==> src/rtl/agc_pwm_ctrl.sv <==
// AGC loop controller: steps a PWM gain code toward the requested power, locks when settled.
// Optional PWM waveform output is built only when AGC_PWM_OUT_EN is defined.
//
// state | meaning
// IDLE  | loop disabled or threshold forced; pwm_val follows pwm_th_in
// ACQ   | acquiring; each estimate steps pwm_val, counts in-window hits
// LOCK  | pwm_val held; counts out-of-coarse-window estimates for unlock
module agc_pwm_ctrl #(
    parameter int PW         = 8,
    parameter int DW         = 9,
    parameter int LOCK_CNT   = 4,
    parameter int UNLOCK_CNT = 3
) (
    input  logic          clk,
    input  logic          reset_n,
    input  logic [DW-1:0] pwr_req_val,
    input  logic [DW-1:0] pwr_est_dB,
    input  logic          pwr_est_end,
    input  logic          pwm_ena,
    input  logic          pwm_inv,
    input  logic          pwm_th_ena,
    input  logic          relock_en,
    input  logic [PW-1:0] pwm_th_in,
    input  logic [PW-1:0] pwm_min_val,
    input  logic [PW-1:0] pwm_max_val,
    input  logic [3:0]    step_fine,
    input  logic [3:0]    step_coarse,
    input  logic [DW-1:0] win_fine,
    input  logic [DW-1:0] win_coarse,
    output logic [PW-1:0] pwm_val,
    output logic          pwm_val_up,
    output logic          agc_fix,
    output logic [1:0]    agc_state,
    output logic          pwm_out
);

    localparam int LW = $clog2(LOCK_CNT + 1);
    localparam int UW = $clog2(UNLOCK_CNT + 1);
    localparam logic [LW-1:0] LOCK_LAST   = LW'(LOCK_CNT);
    localparam logic [UW-1:0] UNLOCK_LAST = UW'(UNLOCK_CNT);

    typedef enum logic [1:0] {
        IDLE = 2'b00,
        ACQ  = 2'b01,
        LOCK = 2'b10
    } state_t;

    state_t        state;
    logic [LW-1:0] lock_cnt;
    logic [UW-1:0] unlock_cnt;

    logic [DW:0]   delta;
    logic [DW-1:0] abs_err;
    logic          in_fine;
    logic          out_coarse;
    logic [3:0]    step;
    logic          dir_up;
    logic [PW:0]   sum_up;
    logic [PW:0]   sum_dn;
    logic [PW-1:0] val_next;
    logic          go_idle;
    logic [LW-1:0] lock_inc;
    logic [UW-1:0] unlock_sat;

    always_comb begin
        delta      = {1'b0, pwr_req_val} - {1'b0, pwr_est_dB};
        abs_err    = delta[DW] ? DW'(-delta) : delta[DW-1:0];
        in_fine    = (abs_err <= win_fine);
        out_coarse = (abs_err > win_coarse);
        step       = in_fine ? 4'd0 : (out_coarse ? step_coarse : step_fine);
        dir_up     = ~delta[DW] ^ pwm_inv;
        sum_up     = {1'b0, pwm_val} + {{(PW-3){1'b0}}, step};
        sum_dn     = {1'b0, pwm_val} - {{(PW-3){1'b0}}, step};

        // An inverted clamp range collapses onto the upper limit.
        if (pwm_min_val > pwm_max_val) begin
            val_next = pwm_max_val;
        end else if (dir_up) begin
            if (sum_up > {1'b0, pwm_max_val})
                val_next = pwm_max_val;
            else if (sum_up[PW-1:0] < pwm_min_val)
                val_next = pwm_min_val;
            else
                val_next = sum_up[PW-1:0];
        end else begin
            if (sum_dn[PW] || (sum_dn[PW-1:0] < pwm_min_val))
                val_next = pwm_min_val;
            else if (sum_dn[PW-1:0] > pwm_max_val)
                val_next = pwm_max_val;
            else
                val_next = sum_dn[PW-1:0];
        end

        go_idle    = ~pwm_ena | pwm_th_ena;
        lock_inc   = lock_cnt + 1'b1;
        unlock_sat = (unlock_cnt == UNLOCK_LAST) ? unlock_cnt : unlock_cnt + 1'b1;
    end

    always_ff @(posedge clk or negedge reset_n) begin
        if (!reset_n) begin
            state      <= IDLE;
            pwm_val    <= '0;
            pwm_val_up <= 1'b0;
            agc_fix    <= 1'b0;
            lock_cnt   <= '0;
            unlock_cnt <= '0;
        end else begin
            pwm_val_up <= 1'b0;
            if (go_idle) begin
                state      <= IDLE;
                pwm_val    <= pwm_th_in;
                agc_fix    <= 1'b0;
                lock_cnt   <= '0;
                unlock_cnt <= '0;
            end else begin
                case (state)
                    IDLE: begin
                        // Estimates arriving on the entry cycle are dropped.
                        state      <= ACQ;
                        pwm_val    <= pwm_th_in;
                        agc_fix    <= 1'b0;
                        lock_cnt   <= '0;
                        unlock_cnt <= '0;
                    end
                    ACQ: begin
                        if (pwr_est_end) begin
                            pwm_val_up <= 1'b1;
                            pwm_val    <= val_next;
                            if (in_fine) begin
                                if (lock_inc == LOCK_LAST) begin
                                    state    <= LOCK;
                                    agc_fix  <= 1'b1;
                                    lock_cnt <= '0;
                                end else begin
                                    lock_cnt <= lock_inc;
                                end
                            end else begin
                                lock_cnt <= '0;
                            end
                        end
                    end
                    LOCK: begin
                        if (pwr_est_end) begin
                            pwm_val_up <= 1'b1;
                            if (in_fine) begin
                                unlock_cnt <= '0;
                            end else if (out_coarse) begin
                                if ((unlock_sat == UNLOCK_LAST) && relock_en) begin
                                    state      <= ACQ;
                                    agc_fix    <= 1'b0;
                                    lock_cnt   <= '0;
                                    unlock_cnt <= '0;
                                end else begin
                                    unlock_cnt <= unlock_sat;
                                end
                            end
                        end
                    end
                    default: begin
                        state   <= IDLE;
                        agc_fix <= 1'b0;
                    end
                endcase
            end
        end
    end

    assign agc_state = state;

`ifdef AGC_PWM_OUT_EN
    logic [PW-1:0] pwm_cnt;

    always_ff @(posedge clk or negedge reset_n) begin
        if (!reset_n) begin
            pwm_cnt <= '0;
            pwm_out <= 1'b0;
        end else begin
            pwm_cnt <= pwm_cnt + 1'b1;
            pwm_out <= (pwm_cnt < pwm_val);
        end
    end
`else
    assign pwm_out = 1'b0;
`endif

endmodule

==> config.mk <==
export PLATFORM = sky130hd
export DESIGN_NAME = agc_pwm_ctrl
export DESIGN_NICKNAME = d
export VERILOG_FILES = /design/src/rtl/agc_pwm_ctrl.sv
export SDC_FILE = /design/constraint.sdc
export NUM_CORES = 1
export LEC_CHECK = 0
export CAP_MARGIN = 25
export CORE_ASPECT_RATIO = 1.25
export CORE_MARGIN = 2
export CORE_UTILIZATION = 55
export DETAILED_ROUTE_END_ITERATION = 10
export PLACE_DENSITY = 0.9
export SYNTH_ARGS = -nofsm -noshare
export SYNTH_HDL_FRONTEND = slang
export SYNTH_SLANG_ARGS = --single-unit
==> constraint.sdc <==
create_clock -name clk -period 9.5 [get_ports clk]
set_clock_uncertainty 0.15 [all_clocks]
set_input_delay 1.9 -clock clk [delete_from_list [all_inputs] [get_ports clk]]
set_output_delay 1.9 -clock clk [all_outputs]
set_load 0.02 [all_outputs]
==> impl_summary.txt, run 1 <==
----------------------------------------------------
[Outcome]
  Outcome ... completed

[STA]
  Final hold violation count ... 0
  Minimum clock period ... 9.109 ns
  Unrepaired setup endpoints after global routing ... no
  Smallest hold slack ... 0.3634 ns
  Relative slew slack ... 45.16%
  Worst Max-Slew Pin Slew ... 0.8200 ns
  Final setup fails ... 0
  TNS Setup ... 0 ns
  Period utilisation layout ... 95.88%
  Maximum achievable frequency ... 109.8 MHz
  Slew Viols, Final ... 0

[Synthesis]
  Most numerous cell in the Yosys netlist ... sky130_fd_sc_hd__ha_1
  Cell taking the most area after synthesis ... sky130_fd_sc_hd__ha_1
  Synthesized area divided by synthesized cell count ... 7.660 µm²
  Sequential cell area fraction in the yosys report ... 9.662%
  Count of flip-flops with a built-in enable after synthesis ... 0
  Netlist area before placement ... 0.004144 mm²
  Net count after synthesis ... 699
  Cells after synthesis ... 541
  Area share of the largest cell type after synthesis ... 24.15%
  Seq cells post-synth ... 16
  Count of different cell masters after synthesis ... 76
  Flip-flop cell with the highest count after synthesis ... sky130_fd_sc_hd__dfrtp_1
  Share of async-settable or async-resettable flops after synthesis ... 100.0%
  Ranking of synthesized cells by area ... sky130_fd_sc_hd__ha_1 24%, sky130_fd_sc_hd__dfrtp_1 9.7%, sky130_fd_sc_hd__inv_1 5.4%, sky130_fd_sc_hd__nor2_1 4.3%, sky130_fd_sc_hd__a21oi_1 4.1%
  Most used standard cells in the synthesized netlist ... 80 x sky130_fd_sc_hd__ha_1, 60 x sky130_fd_sc_hd__inv_1, 47 x sky130_fd_sc_hd__nor2_1, 34 x sky130_fd_sc_hd__a21oi_1, 26 x sky130_fd_sc_hd__o21ai_0
  Number of warnings reported in the yosys synthesis log ... 0

[Worst setup path]
  Arrival @ worst endpoint ... 9.12 ns
  Req. time, crit path ... 9.51 ns
  Critical path startpoint category ... input port
  Reg2reg setup slack ... 5.44 ns
  Library cell contributing the largest single delay on the critical path ... sky130_fd_sc_hd__o311ai_1
  Endpoint of the worst-slack reg-to-reg timing path ... pwm_val[6]$_DFFE_PN0P_
  Capturing element type of the critical path ... flip-flop
  Library cell appearing most often on the critical path ... sky130_fd_sc_hd__ha_1
  Worst flop-to-flop path startpoint ... pwm_val[1]$_DFFE_PN0P_
  Type of the worst setup path ... input port to flip-flop
  Stage delay of the slowest cell on the critical path ... 0.41 ns
  Register-to-Register Path Depth ... 13
  Highest net fanout along the worst path ... 9

[Floorplanning]
  Row Count ... 35
  Die height ... 101.0 µm
  I/O pin count ... 88
  Die outline width ... 81.64 µm
  Area of the placeable core ... 0.007357 mm²
  Full die area ... 0.008249 mm²
  Starting density of the core ... 56.33%

[Global routing]
  Pin count of the biggest net entering global routing ... 17
  Initial antenna violation count ... 0
  Overall routing resource usage ... 29.29%
  Wire length of the first global-routing pass ... 19.17 mm
  Vias in the first global route ... 4233
  Gr ovfl total ... 0

[Power]
  Power share of the sequential group ... 9.9%
  Power dissipated by switching net loads ... 0.4213 mW
  Switching part of the total power ... 51.35%
  Total internal power ... 0.3993 mW
  Share of power burned in the clock network ... 7.8%
  Static Leakage ... 2.358 nW
  Max VDD drop ... 0.09754 mV
  Power per cell area ... 158.5 mW/mm²
  Part of the total power dissipated in combinational logic ... 82.3%

[Detailed routing]
  Vias after detailed routing ... 4435
  Drt drc ... 0
  Violation count after the first detailed-routing iteration ... 250
  First drt pass iteration count ... 5
  Final routed wire length divided by cell count ... 17.30 µm
  Drt total wl ... 12.37 mm
  Post-detailed-route count of antenna-violating nets ... 0
  Vias per Instance ... 6.203

[Cells and area]
  Area grow syn2layout ... 24.97%
  Final layout net count ... 782
  Ant. Diodes ... 0
  Share of final-layout standard cells stronger than drive strength 1 ... 7.063%
  Final std cells w/o fill ... 715

[Placed design]
  RD Place Congestion ... 0.9512
  Port Buffer Count ... 86
  DP Cell Count ... 706
  Post-DP HPWL ... 10.41 mm

[Clocking]
  H-tree lvl count ... 1
  Clock latency reported for the late side of the worst-skew pair ... 0.26 ns
  CTS root buffer ... sky130_fd_sc_hd__clkbuf_8
  Number of buffers inserted by hold repair at cts ... 0
  Number of clock sinks ... 16
  Clk slew on worst S/H paths ... 0.07 ns
  Num CTS Buffers ... 3
  Clock tree from TritonCTS ... built
  Max Root-Sink Buffers ... 2

[Hold path]
  Endpoint of the worst hold path ... unlock_cnt[0]$_DFFE_PN0P_
  Worst hold-check path type ... flip-flop to flip-flop
  Worst hold path stage count ... 1
  Worst Hold Launch ... unlock_cnt[0]$_DFFE_PN0P_

[Flow run]
  Max_cap viols ... 0

----------------------------------------------------
metrics by stage:
step / cell area, µm² / utilization, % / total power [mW] / setup WS (ns)
3_3_place_gp: 5067 / 68.88 / 0.6993 / 0.2750
6_report: 5179 / 70.39 / 0.8206 / 0.3915
3_5_place_dp: 5067 / 68.88 / 0.7183 / 0.07354
2_1_floorplan: 4144 / - / 0.5420 / 1.339
4_1_cts: 5122 / 69.63 / 0.7857 / 0.3237
5_1_grt: 5179 / 70.39 / 0.8894 / 0.02084
placed cells by master, fill, tap and decap left out, types with 4 or more instances in the layout:
master	netlist	layout
sky130_fd_sc_hd__a31oi_1	4	4
sky130_fd_sc_hd__or2_2	5	5
sky130_fd_sc_hd__a21o_1	9	9
sky130_fd_sc_hd__o311ai_1	5	6
sky130_fd_sc_hd__nor2b_1	10	10
sky130_fd_sc_hd__mux2_2	4	4
sky130_fd_sc_hd__nand2b_1	12	12
sky130_fd_sc_hd__o31a_1	6	6
sky130_fd_sc_hd__and2_1	6	6
sky130_fd_sc_hd__mux2i_1	9	9
sky130_fd_sc_hd__o21a_1	10	10
sky130_fd_sc_hd__a41oi_1	4	4
sky130_fd_sc_hd__and3_1	4	4
sky130_fd_sc_hd__nor2_1	47	46
sky130_fd_sc_hd__nor3_1	16	16
sky130_fd_sc_hd__o21ai_0	26	26
sky130_fd_sc_hd__a21oi_1	34	34
sky130_fd_sc_hd__a211oi_1	7	7
sky130_fd_sc_hd__nand2_1	25	25
sky130_fd_sc_hd__xor2_1	4	4
sky130_fd_sc_hd__clkdlybuf4s50_1	0	86
sky130_fd_sc_hd__ha_1	80	80
sky130_fd_sc_hd__o211ai_1	8	8
sky130_fd_sc_hd__nand4_1	10	10
sky130_fd_sc_hd__clkbuf_8	0	4
sky130_fd_sc_hd__xnor2_1	12	12
sky130_fd_sc_hd__inv_1	60	60
sky130_fd_sc_hd__nand3_1	15	15
sky130_fd_sc_hd__dfrtp_1	16	16
sky130_fd_sc_hd__buf_4	3	9
metal layers:
| metal | part of all wire [%] | vias to the layer above | global-route usage (%) |
|---|---|---|---|
| met5 | 0 | - | 0 |
| met4 | 3.4 | 0 | 11.03 |
| met3 | 4.4 | 33 | 1.523 |
| met2 | 52 | 172 | 55.11 |
| met1 | 40 | 2071 | 34.05 |
| li1 | - | 2159 | - |
final cells by class:
cell class	instances	area, µm²
multi-input cells	448	3455
fillers	609	2178
repair buffers	95	928.4
flip-flops and latches	16	400.4
inverters	60	225.2
well taps	92	115.1
clock buffers	4	55.05
flip-flops by register name, indices dropped and copies added (netlist names):
signal      count
pwm_val         8
agc_state       1
lock_cnt        3
unlock_cnt      2
agc_fix         1
pwm_val_up      1
cell families after synthesis:
kind of cell	count (synthesis)	synth area share (%)
buffers and inverters	77	7.428
flip-flops	16	9.662
adder cells (fa/ha/maj)	83	25.60
AO/OA/AOI/OAI	161	28.53
AND/OR/NAND/NOR	174	22.04
other	1	0.09049
XOR/XNOR	16	3.382
multiplexers	13	3.261
worst max-delay path by stage:
| stage | from | to |
|---|---|---|
| after global placement | pwr_est_dB[0] | pwm_val[4]$_DFFE_PN0P_ |
| after detailed placement | pwr_req_val[0] | pwm_val[6]$_DFFE_PN0P_ |
| after global routing | pwr_req_val[0] | pwm_val[6]$_DFFE_PN0P_ |
| after CTS | pwr_req_val[0] | pwm_val[6]$_DFFE_PN0P_ |
| final | pwr_req_val[0] | pwm_val[6]$_DFFE_PN0P_ |
| after floorplan | pwr_req_val[0] | pwm_val[3]$_DFFE_PN0P_ |
power by group through the flow:
stage                     Combinational (mW)  Sequential [mW]  Clock (mW)
final                                  0.675           0.0816      0.0638
after global routing                   0.739           0.0824      0.0679
after CTS                              0.639           0.0813      0.0652
after detailed placement               0.636           0.0826           0
after global placement                 0.617           0.0822           0
after floorplan                        0.458           0.0835           0
critical path, delay by kind of cell:
family                     cells  cell delay [ns]
AOI/OAI and AO/OA             13             2.87
xor gates and xnor gates       1             0.15
adders and majority gates      5             1.55
buffers and inverters          4             0.68
muxes                          1             0.18
and+or+nand+nor                8             1.79
timing repair:
| action | CTS | global route |
|---|---|---|
| endpoints found under the setup margin | 0 | 8 |
| setup buffers | 0 | 5 |
| gates resized for setup | 0 | 5 |
Note: power is estimated with default switching activity, not from simulation.
==> run 2: changes to the inputs <==
--- a/config.mk
+++ b/config.mk
@@ -11,6 +11,7 @@
 export CORE_UTILIZATION = 55
 export DETAILED_ROUTE_END_ITERATION = 10
 export PLACE_DENSITY = 0.9
+export REMOVE_ABC_BUFFERS = 1
 export SYNTH_ARGS = -nofsm -noshare
 export SYNTH_HDL_FRONTEND = slang
 export SYNTH_SLANG_ARGS = --single-unit
==> run 2 against run 1 <==
Sequential power up 1%. Power rose by 1.3%. Global-route usage is 3.1 points higher. Via count up 4.4%. Flip-flop and latch count unchanged. Largest cell class unchanged.
==> impl_summary.txt, run 2 (synthesized netlist as in run 1, its figures left out) <==
----------------------------------------------------
[Clocking]
  CTS root buffer ... sky130_fd_sc_hd__clkbuf_8 (unchanged)
  Clk slew on worst S/H paths ... 0.08 ns (was 0.07 ns)
  Num CTS Buffers ... 3 (unchanged)
  Number of buffers inserted by hold repair at cts ... 0 (unchanged)
  Clock tree from TritonCTS ... built (unchanged)
  Clock latency reported for the late side of the worst-skew pair ... 0.26 ns (about the same)
  Max Root-Sink Buffers ... 2 (unchanged)
  H-tree lvl count ... 1 (unchanged)
  Number of clock sinks ... 16 (unchanged)

[Hold path]
  Endpoint of the worst hold path ... unlock_cnt[0]$_DFFE_PN0P_ (unchanged)
  Worst hold path stage count ... 1 (unchanged)
  Worst hold-check path type ... flip-flop to flip-flop (unchanged)
  Worst Hold Launch ... unlock_cnt[0]$_DFFE_PN0P_ (unchanged)

[Global routing]
  Pin count of the biggest net entering global routing ... 17 (unchanged)
  Vias in the first global route ... 4797 (was 4233)
  Overall routing resource usage ... 32.36% (was 29.29%)
  Wire length of the first global-routing pass ... 21.05 mm (was 19.17 mm)
  Gr ovfl total ... 0 (unchanged)
  Initial antenna violation count ... 0 (unchanged)

[Detailed routing]
  Violation count after the first detailed-routing iteration ... 312 (was 250)
  Drt drc ... 0 (unchanged)
  First drt pass iteration count ... 5 (unchanged)
  Drt total wl ... 13.53 mm (was 12.37 mm)
  Vias per Instance ... 6.506 (was 6.203)
  Post-detailed-route count of antenna-violating nets ... 0 (unchanged)
  Vias after detailed routing ... 4632 (was 4435)
  Final routed wire length divided by cell count ... 19.00 µm (was 17.30 µm)

[Cells and area]
  Final layout net count ... 779 (was 782)
  Area grow syn2layout ... 25.54% (was 24.97%)
  Most common library cell in the layout ignoring fill and taps ... sky130_fd_sc_hd__clkdlybuf4s50_1 (unchanged)
  Ant. Diodes ... 0 (unchanged)
  Share of final-layout standard cells stronger than drive strength 1 ... 7.903% (was 7.063%)
  Fillcell total ... 593 (was 609)
  Largest Register ... pwm_val (unchanged)
  Largest regs ... pwm_val (8), lock_cnt (3), unlock_cnt (2) (unchanged)
  Number of flip-flops under the largest register name ... 8 (unchanged)
  Sequential Area ... 400.4 µm² (unchanged)
  Most used cells in the layout excluding fill and tap cells ... 86 x sky130_fd_sc_hd__clkdlybuf4s50_1, 80 x sky130_fd_sc_hd__ha_1, 60 x sky130_fd_sc_hd__inv_1 (unchanged)
  Combined area of the multi-input logic cells ... 0.003501 mm² (was 0.003455 mm²)

[Floorplanning]
  Row Count ... 35 (unchanged)
  I/O pin count ... 88 (unchanged)
  Area of the placeable core ... 0.007357 mm² (unchanged)
  Die height ... 101.0 µm (unchanged)
  Full die area ... 0.008249 mm² (unchanged)
  Die outline width ... 81.64 µm (unchanged)
  Starting density of the core ... 56.33% (unchanged)

[Worst setup path]
  Register-to-Register Path Depth ... 15 (was 13)
  Endpoint of the worst-slack reg-to-reg timing path ... pwm_val[6]$_DFFE_PN0P_ (unchanged)
  Req. time, crit path ... 9.53 ns (was 9.51 ns)
  Arrival @ worst endpoint ... 9.26 ns (was 9.12 ns)
  Capturing element type of the critical path ... flip-flop (unchanged)
  Reg2reg setup slack ... 5.33 ns (was 5.44 ns)
  Critical path startpoint category ... input port (unchanged)
  Library cell contributing the largest single delay on the critical path ... sky130_fd_sc_hd__o311ai_1 (unchanged)
  Worst flop-to-flop path startpoint ... pwm_val[0]$_DFFE_PN0P_ (was pwm_val[1]$_DFFE_PN0P_)
  Highest net fanout along the worst path ... 7 (was 9)
  Stage delay of the slowest cell on the critical path ... 0.42 ns (was 0.41 ns)
  Worst path depth ... 33 (was 32)
  Type of the worst setup path ... input port to flip-flop (unchanged)
  Buffers plus inverters on the worst setup path ... 3 (was 4)
  Cell class contributing the biggest share of worst-path delay ... compound AO/OA/AOI/OAI gates (unchanged)
  Library cell appearing most often on the critical path ... sky130_fd_sc_hd__ha_1 (unchanged)

[Placed design]
  Post-DP HPWL ... 10.84 mm (was 10.41 mm)
  Port Buffer Count ... 86 (unchanged)
  RD Place Congestion ... 0.9758 (was 0.9512)

[Power]
  Max VDD drop ... 0.1083 mV (was 0.09754 mV)
  Total internal power ... 0.3948 mW (was 0.3993 mW)
  Power per cell area ... 159.8 mW/mm² (was 158.5 mW/mm²)
  Static Leakage ... 2.362 nW (was 2.358 nW)
  Power share of the sequential group ... 9.9% (about the same)
  Part of the total power dissipated in combinational logic ... 82.3% (about the same)
  Tot Pwr ... 0.8315 mW (was 0.8206 mW)
  Power dissipated by switching net loads ... 0.4367 mW (was 0.4213 mW)
  Share of power burned in the clock network ... 7.8% (about the same)
  Switching part of the total power ... 52.52% (was 51.35%)

[STA]
  Period utilisation layout ... 97.12% (was 95.88%)
  Worst Max-Slew Pin Slew ... 0.8414 ns (was 0.8200 ns)
  Relative slew slack ... 43.73% (was 45.16%)
  Unrepaired setup endpoints after global routing ... no (unchanged)
  Slew Viols, Final ... 0 (unchanged)
  Maximum achievable frequency ... 108.4 MHz (was 109.8 MHz)
  Minimum clock period ... 9.226 ns (was 9.109 ns)
  Final setup fails ... 0 (unchanged)
  TNS Setup ... 0 ns (unchanged)
  Final hold violation count ... 0 (unchanged)

[Flow run]
  Max_cap viols ... 0 (unchanged)

[Outcome]
  Outcome ... completed (unchanged)

----------------------------------------------------
-- run 2: cell count changes in the layout (fill, tap and decap cells not counted), sizes merged --
cell  previous run  this run
buf              9         6
-- run 2: per-layer routing --
layer	routed length, µm	GRT usage (%)
met1	4922	32.53
met2	6725	61.22
met3	989	5.556
met4	891	17.82
met5	0	0
-- run 2: worst reg2reg max path, delay by kind of cell (launching register included) --
family	cells	cell delay, ns
AND/OR/NAND/NOR	4	1.01
flip-flops	1	0.41
AO/OA/AOI/OAI	7	1.43
buffers and inverters	1	0.09
adder cells (fa/ha/maj)	3	1.00
-- run 2: per-stage QoR --
step           instances  util, %  hold slack [ns]  setup WS, ns  cell area [µm²]
2_1_floorplan        524        -           0.3021         1.402             4061
6_report             712    70.71           0.3627        0.2738             5202
5_1_grt              712    70.71           0.3674      0.001452             5202
3_3_place_gp         706    68.88           0.3275        0.3244             5067
4_1_cts              710    69.63           0.3526        0.3712             5122
3_5_place_dp         706    68.88           0.3416        0.1157             5067
-- run 2: how the worst max path moves through the flow --
stage / end / slack, ns / start
after global placement: pwm_val[6]$_DFFE_PN0P_ / 0.32 / pwr_est_dB[0]
after detailed placement: pwm_val[4]$_DFFE_PN0P_ / 0.12 / pwr_req_val[0]
after floorplan: pwm_val[0]$_DFFE_PN0P_ / 1.40 / pwr_req_val[0]
after global routing: pwm_val[6]$_DFFE_PN0P_ / 0.001 / pwr_req_val[0]
final: pwm_val[6]$_DFFE_PN0P_ / 0.27 / pwr_req_val[0]
after CTS: pwm_val[4]$_DFFE_PN0P_ / 0.37 / pwr_req_val[0]
-- run 2: layout make-up --
type                       instances  area share, %
multi-input combinational        448          67.29
timing repair buffer              92          17.41
sequential                        16          7.696
inverter                          60          4.329
tap                               92          2.213
clock buffer                       4          1.058
-- run 2: power by group through the flow --
stage	Sequential, mW	Clock [mW]	Combinational [mW]
5_1_grt	0.0830	0.0669	0.746
4_1_cts	0.0818	0.0645	0.644
2_1_floorplan	0.0853	0	0.445
6_report	0.0825	0.0646	0.684
3_5_place_dp	0.0830	0	0.639
3_3_place_gp	0.0829	0	0.607
-- run 2: timing repair --
item / CTS / global route
endpoints found under the setup margin: 0 / 7
gates resized for setup: 0 / 11
setup buffers: 0 / 2
==> edit 1 (config.mk and constraints of run 1) <==
Add a define of `AGC_PWM_OUT_EN`.
--- a/src/rtl/agc_pwm_ctrl.sv
+++ b/src/rtl/agc_pwm_ctrl.sv
@@ -5,6 +5,8 @@
 // IDLE  | loop disabled or threshold forced; pwm_val follows pwm_th_in
 // ACQ   | acquiring; each estimate steps pwm_val, counts in-window hits
 // LOCK  | pwm_val held; counts out-of-coarse-window estimates for unlock
+`define AGC_PWM_OUT_EN
+
 module agc_pwm_ctrl #(
     parameter int PW         = 8,
     parameter int DW         = 9,
Behaviour: not the same (a bounded check fails within 4 cycles, from zero or initial values and one cycle with reset_n low).
==> edit 1 against run 1 <==
Non-clock buffer count fell by 1. Count of clock-buffer cells in the layout fell by 1. Critical path depth rose by 2. Combinational power fell by 0.9%. Cell area rose by 7.3%. Worst hold slack got worse by 0.021 ns. Sequential cell count rose by 9. Worst setup slack improved by 0.037 ns. Synthesized cell count rose by 3.9%. Synthesized area rose by 8.7%. Routed wire length rose by 0.51%. Total power rose by 3.8%. Largest cell class unchanged. Largest power group unchanged. Highest routed layer unchanged.
==> edit 1: results (changes against run 1) <==
Clock network
  – Clock transition at path regs: 0.09 ns (was 0.07 ns)
  – Worst-skew pair later-pin latency: between 0.2 and 0.3 ns

Pwr
  – Leakage power: 2.57 nW (was 2.36 nW)
  – Switching share of power: 49.7% (was 51.3%)
  – P per Cell Area: 153 nW/µm² (was 158 nW/µm²)
  – NetSw: 0.423 mW (was 0.421 mW)

Final layout
  – Nonclk inv count: 65 (was 60)
  – Biggest regs: pwm_cnt x8, pwm_val x8, lock_cnt x3 (was pwm_val x8, lock_cnt x3, unlock_cnt x2)
  – Storage cell area: 626 µm² (was 400 µm²)
  – Clock-cell share of area: 0.833% (was 1.06%)
  – FILL cells: 642 (was 609)
  – Multi-input gates: 458 (was 448)
  – Non-clk buf share: 17.0% (was 17.9%)
  – Multi-input combinational area share: 64.4% (was 66.7%)
  – Signal buffers: 94 (was 95)
  – Nets: 813 (was 782)

Place
  – Place WS: 0.120 ns (was 0.0735 ns)
  – Area after DPL: 5480 µm² (was 5070 µm²)
  – Post-Place Cells: 735 (was 706)
  – Hpwl dp: 10.5 mm (was 10.4 mm)
  – RD Place Congestion: 1.02 (was 0.951)

Timing
  – Worst-case hold slack: 0.343 ns (was 0.363 ns)
  – Max-slew headroom: 57.6% (was 45.2%)

Global routing
  – First-pass GRT wire length: 20.7 mm (was 19.2 mm)
  – Largest net degree at the start of global routing: 18 (was 17)
  – GRT Total Usage: 27.9% (was 29.3%)
  – Vias in the first global route: 4,625 (was 4,233)
  – M2 GR Usage: 50.3% (was 55.1%)
  – Met3 Usage GRT: 3.48% (was 1.52%)
  – M1 GR Usage: 32.1% (was 34.0%)

Critical path
  – Crit Path Max Fanout: 12 (was 9)
  – R2R Path Start: pwm_val[0]$_DFFE_PN0P_ (was pwm_val[1]$_DFFE_PN0P_)
  – R2R Setup Slk: 5.50 ns (was 5.44 ns)
  – Arr. time, crit path: 9.10 ns (was 9.12 ns)
  – R2R Path End: pwm_val[4]$_DFFE_PN0P_ (was pwm_val[6]$_DFFE_PN0P_)
  – Crit-path slowest cell: clkdlybuf4s50_1 (was o311ai_1)
  – Cell count of the worst reg-to-reg path: 16 (was 13)
  – Crit path largest cell delay: 0.46 ns (was 0.41 ns)

Yosys
  – Synth Register Bits: 25 (was 16)
  – Post-synth top cells: 88 x ha_1, 63 x inv_1, 40 x nand2_1, 40 x nor2_1, 30 x a21oi_1 (was 80 x ha_1, 60 x inv_1, 47 x nor2_1, 34 x a21oi_1, 26 x o21ai_0)
  – Syn Inst Count: 562 (was 541)
  – Avg Cell Area, Syn: 8.02 µm² (was 7.66 µm²)
  – Syn nets: 728 (was 699)

Route
  – Iter 0 DRT Violations: 266 (was 250)
  – Vias post-DR: 4,565 (was 4,435)
  – 1st-pass router iterations: 6 (was 5)
  – Routed WL: 12.4 mm (about the same)

Worst hold path
  – Min-Delay Startpoint: pwm_cnt[7]$_DFF_PN0_ (was unlock_cnt[0]$_DFFE_PN0P_)
  – Hold EP: pwm_cnt[7]$_DFF_PN0_ (was unlock_cnt[0]$_DFFE_PN0P_)

Status
  – Status: completed (unchanged)
-- edit 1: cell count changes after synthesis, sizes merged, moves of 6 or more --
| cell | delta |
|---|---|
| ha | +8 |
| nor2 | -7 |
| a211oi | +10 |
| nor3 | -6 |
| xnor2 | +12 |
| dfrtp | +9 |
| a21oi | -6 |
| nand2 | +16 |
| a21o | +7 |
-- edit 1: cells by family after synthesis --
kind of cell             share of synthesized area [%]
AO/OA/AOI/OAI                                     25.0
buffers and inverters                             7.03
XOR/XNOR                                          5.64
multiplexers                                      3.25
AND/OR/NAND/NOR                                   19.5
flip-flops                                        13.9
adder cells (fa/ha/maj)                           25.8
-- edit 1: how the worst max path moves through the flow --
stage	slack (ns)	start	end	cells after the start
after global placement	0.34	pwr_est_dB[0]	pwm_val[2]$_DFFE_PN0P_	33
after floorplan	1.18	pwr_req_val[0]	pwm_val[4]$_DFFE_PN0P_	34
final	0.43	pwr_est_dB[0]	pwm_val[4]$_DFFE_PN0P_	34
after global routing	-0.0002	pwr_est_dB[0]	pwm_val[3]$_DFFE_PN0P_	34
after CTS	0.38	pwr_est_dB[0]	pwm_val[1]$_DFFE_PN0P_	32
after detailed placement	0.12	pwr_est_dB[0]	pwm_val[1]$_DFFE_PN0P_	32
-- edit 1: what timing repair did --
action / in CTS / in global routing
hold buffers: 0 / 0
buffers inserted: 0 / 2
setup endpoints to repair: 0 / 4
gates resized for setup: 0 / 3
-- edit 1: layer usage --
layer	vias up	routed length, µm
met1	2086	4910
met3	58	682
met4	0	615
li1	2221	-
met5	-	0
met2	200	6230
-- edit 1: worst max-delay path: cells and delay by family --
family	cells	cell delay (ns)
xor gates and xnor gates	2	0.45
and+or+nand+nor	13	2.43
AOI/OAI and AO/OA	9	1.52
adders and majority gates	6	1.81
buffers and inverters	3	0.76
muxes	1	0.20
==> edit 2 (flow settings as in run 1) <==
Without the edit above. Put one more register stage on the output `pwm_val_up`, with the module's reset. The value now appears one clock later. The other outputs are not delayed to match.
--- a/src/rtl/agc_pwm_ctrl.sv
+++ b/src/rtl/agc_pwm_ctrl.sv
@@ -44,6 +44,8 @@
         ACQ  = 2'b01,
         LOCK = 2'b10
     } state_t;
+
+    logic pwm_val_up_s0;
 
     state_t        state;
     logic [LW-1:0] lock_cnt;
@@ -100,12 +102,12 @@
         if (!reset_n) begin
             state      <= IDLE;
             pwm_val    <= '0;
-            pwm_val_up <= 1'b0;
+            pwm_val_up_s0 <= 1'b0;
             agc_fix    <= 1'b0;
             lock_cnt   <= '0;
             unlock_cnt <= '0;
         end else begin
-            pwm_val_up <= 1'b0;
+            pwm_val_up_s0 <= 1'b0;
             if (go_idle) begin
                 state      <= IDLE;
                 pwm_val    <= pwm_th_in;
@@ -124,7 +126,7 @@
                     end
                     ACQ: begin
                         if (pwr_est_end) begin
-                            pwm_val_up <= 1'b1;
+                            pwm_val_up_s0 <= 1'b1;
                             pwm_val    <= val_next;
                             if (in_fine) begin
                                 if (lock_inc == LOCK_LAST) begin
@@ -141,7 +143,7 @@
                     end
                     LOCK: begin
                         if (pwr_est_end) begin
-                            pwm_val_up <= 1'b1;
+                            pwm_val_up_s0 <= 1'b1;
                             if (in_fine) begin
                                 unlock_cnt <= '0;
                             end else if (out_coarse) begin
@@ -183,5 +185,13 @@
     assign pwm_out = 1'b0;
 `endif
 
+    always_ff @(posedge clk or negedge reset_n) begin
+        if (!reset_n) begin
+            pwm_val_up <= '0;
+        end else begin
+            pwm_val_up <= pwm_val_up_s0;
+        end
+    end
+
 endmodule
 
Behaviour: not the same (a bounded check fails within 4 cycles, from zero or initial values and one cycle with reset_n low).
==> edit 2 against run 1 <==
Combinational power fell by 8.4%. Sequential cell count increased by 1. Worst setup slack got worse by 0.078 ns. Clock power down 13%. Maximum frequency fell by 0.85%. Cell area down 4.1%. Final cell count fell by 7.4%. Synthesized area is 5.6% lower. Routed wire length fell by 8.8%. Total power fell by 7.5%. Register-to-register slack lost 0.19 ns. Critical path type unchanged.
==> edit 2: results (changes against run 1) <==
Status
  – Status: completed (unchanged)

Place
  – RD Place Congestion: 0.989 (was 0.951)
  – Post-Place Cells: 656 (was 706)
  – Hpwl dp: 9.52 mm (was 10.4 mm)

Critical path
  – Crit-path slowest cell: clkdlybuf4s50_1 (was o311ai_1)
  – R2R Path Start: pwm_val[2]$_DFFE_PN0P_ (was pwm_val[1]$_DFFE_PN0P_)
  – Crit path largest cell delay: 0.45 ns (was 0.41 ns)
  – Arr. time, crit path: 9.18 ns (was 9.12 ns)
  – Crit Path Max Fanout: 3 (was 9)

Yosys
  – Yosys cell types: 74 (was 76)
  – Syn Inst Count: 486 (was 541)
  – Post-synth top cells: 80 x ha_1, 60 x inv_1, 42 x a21oi_1, 34 x nor2_1, 20 x nand2_1 (was 80 x ha_1, 60 x inv_1, 47 x nor2_1, 34 x a21oi_1, 26 x o21ai_0)
  – Syn nets: 644 (was 699)
  – Top post-synthesis cells by area: ha_1 26%, dfrtp_1 11%, inv_1 5.8%, a21oi_1 5.4%, xnor2_1 3.6% (was ha_1 24%, dfrtp_1 9.7%, inv_1 5.4%, nor2_1 4.3%, a21oi_1 4.1%)

Global routing
  – Largest net degree at the start of global routing: 18 (was 17)
  – M1 GR Usage: 31.6% (was 34.0%)
  – GRT Total Usage: 29.1% (was 29.3%)
  – First-pass GRT wire length: 18.5 mm (was 19.2 mm)
  – M2 GR Usage: 56.1% (was 55.1%)
  – Met3 Usage GRT: 2.22% (was 1.52%)

Pwr
  – Worst IR Drop VDD: 0.0684 mV (was 0.0975 mV)
  – Leakage power: 2.36 nW (about the same)

Final layout
  – FILL cells: 531 (was 609)

Timing
  – Max-slew headroom: 50.8% (was 45.2%)

Worst hold path
  – Hold path cells: 0 (was 1)
-- edit 2: metrics by stage --
| stage | instance area (µm²) | util [%] | setup slack, ns | hold slack, ns | setup TNS [ns] |
|---|---|---|---|---|---|
| finish | 4970 | 71.6 | 0.313 | 0.207 | 0 |
| global route | 4970 | 71.6 | -0.0373 | 0.231 | -0.0373 |
| CTS | 4920 | 70.9 | 0.181 | 0.207 | 0 |
| detailed placement | 4870 | 70.2 | -0.0400 | 0.192 | -0.0400 |
| global placement | 4870 | 70.2 | 0.0294 | 0.187 | 0 |
| floorplan | 3910 | - | 1.26 | 0.181 | 0 |
-- edit 2: area by class of cell --
cell class	instances	area, µm²	area share, %
timing repair buffer	93	913	18.4
tap	90	113	2.27
inverter	61	230	4.63
clock inverter	1	5.00	0.101
multi-input combinational	397	3240	65.2
sequential	17	425	8.56
clock buffer	3	41.3	0.831
-- edit 2: critical path, delay by kind of cell --
family                     cells  cell delay, ns
and+or+nand+nor                9            2.33
buffers and inverters          3            0.67
AOI/OAI and AO/OA             12            2.09
xor gates and xnor gates       3            0.61
adders and majority gates      5            1.47
muxes                          1            0.10
-- edit 2: how the worst max path moves through the flow --
stage                        start                      to
detailed placement   pwr_est_dB[0]  pwm_val[3]$_DFFE_PN0P_
finish               pwr_est_dB[0]  pwm_val[7]$_DFFE_PN0P_
CTS                  pwr_est_dB[0]  pwm_val[3]$_DFFE_PN0P_
global route        pwr_req_val[0]  pwm_val[7]$_DFFE_PN0P_
floorplan           pwr_req_val[0]  pwm_val[1]$_DFFE_PN0P_
global placement    pwr_req_val[0]  pwm_val[3]$_DFFE_PN0P_
-- edit 2: cell families (layout without fill, tap and decap cells) --
family          after synthesis  in the layout  synth area share (%)
compound gates              140            140                  25.2
xor+xnor                     24             24                  5.85
fa+ha+maj                    83             83                  27.1
buf+inv                      72            158                  7.26
flops                        17             17                  10.9
mux                          19             19                  5.24
other cells                   1              1                0.0958
simple gates                130            130                  18.3
-- edit 2: routing by layer --
| layer | routed length (µm) | vias up |
|---|---|---|
| li1 | - | 1923 |
| met4 | 496 | 0 |
| met5 | 0 | - |
| met2 | 6060 | 163 |
| met1 | 4220 | 1863 |
| met3 | 505 | 35 |
-- edit 2: what timing repair did --
action / CTS / global route
setup buffers: 0 / 2
gates resized for setup: 0 / 7
endpoints found under the setup margin: 0 / 8
hold buffers: 0 / 0
-- edit 2: power groups by stage --
stage                     Combinational, mW  Clock, mW  Sequential, mW
after floorplan                       0.417          0          0.0877
after global placement                0.570          0          0.0866
after detailed placement              0.589          0          0.0867
after CTS                             0.592     0.0561          0.0853
after global routing                  0.678     0.0589          0.0865
final                                 0.618     0.0554          0.0858
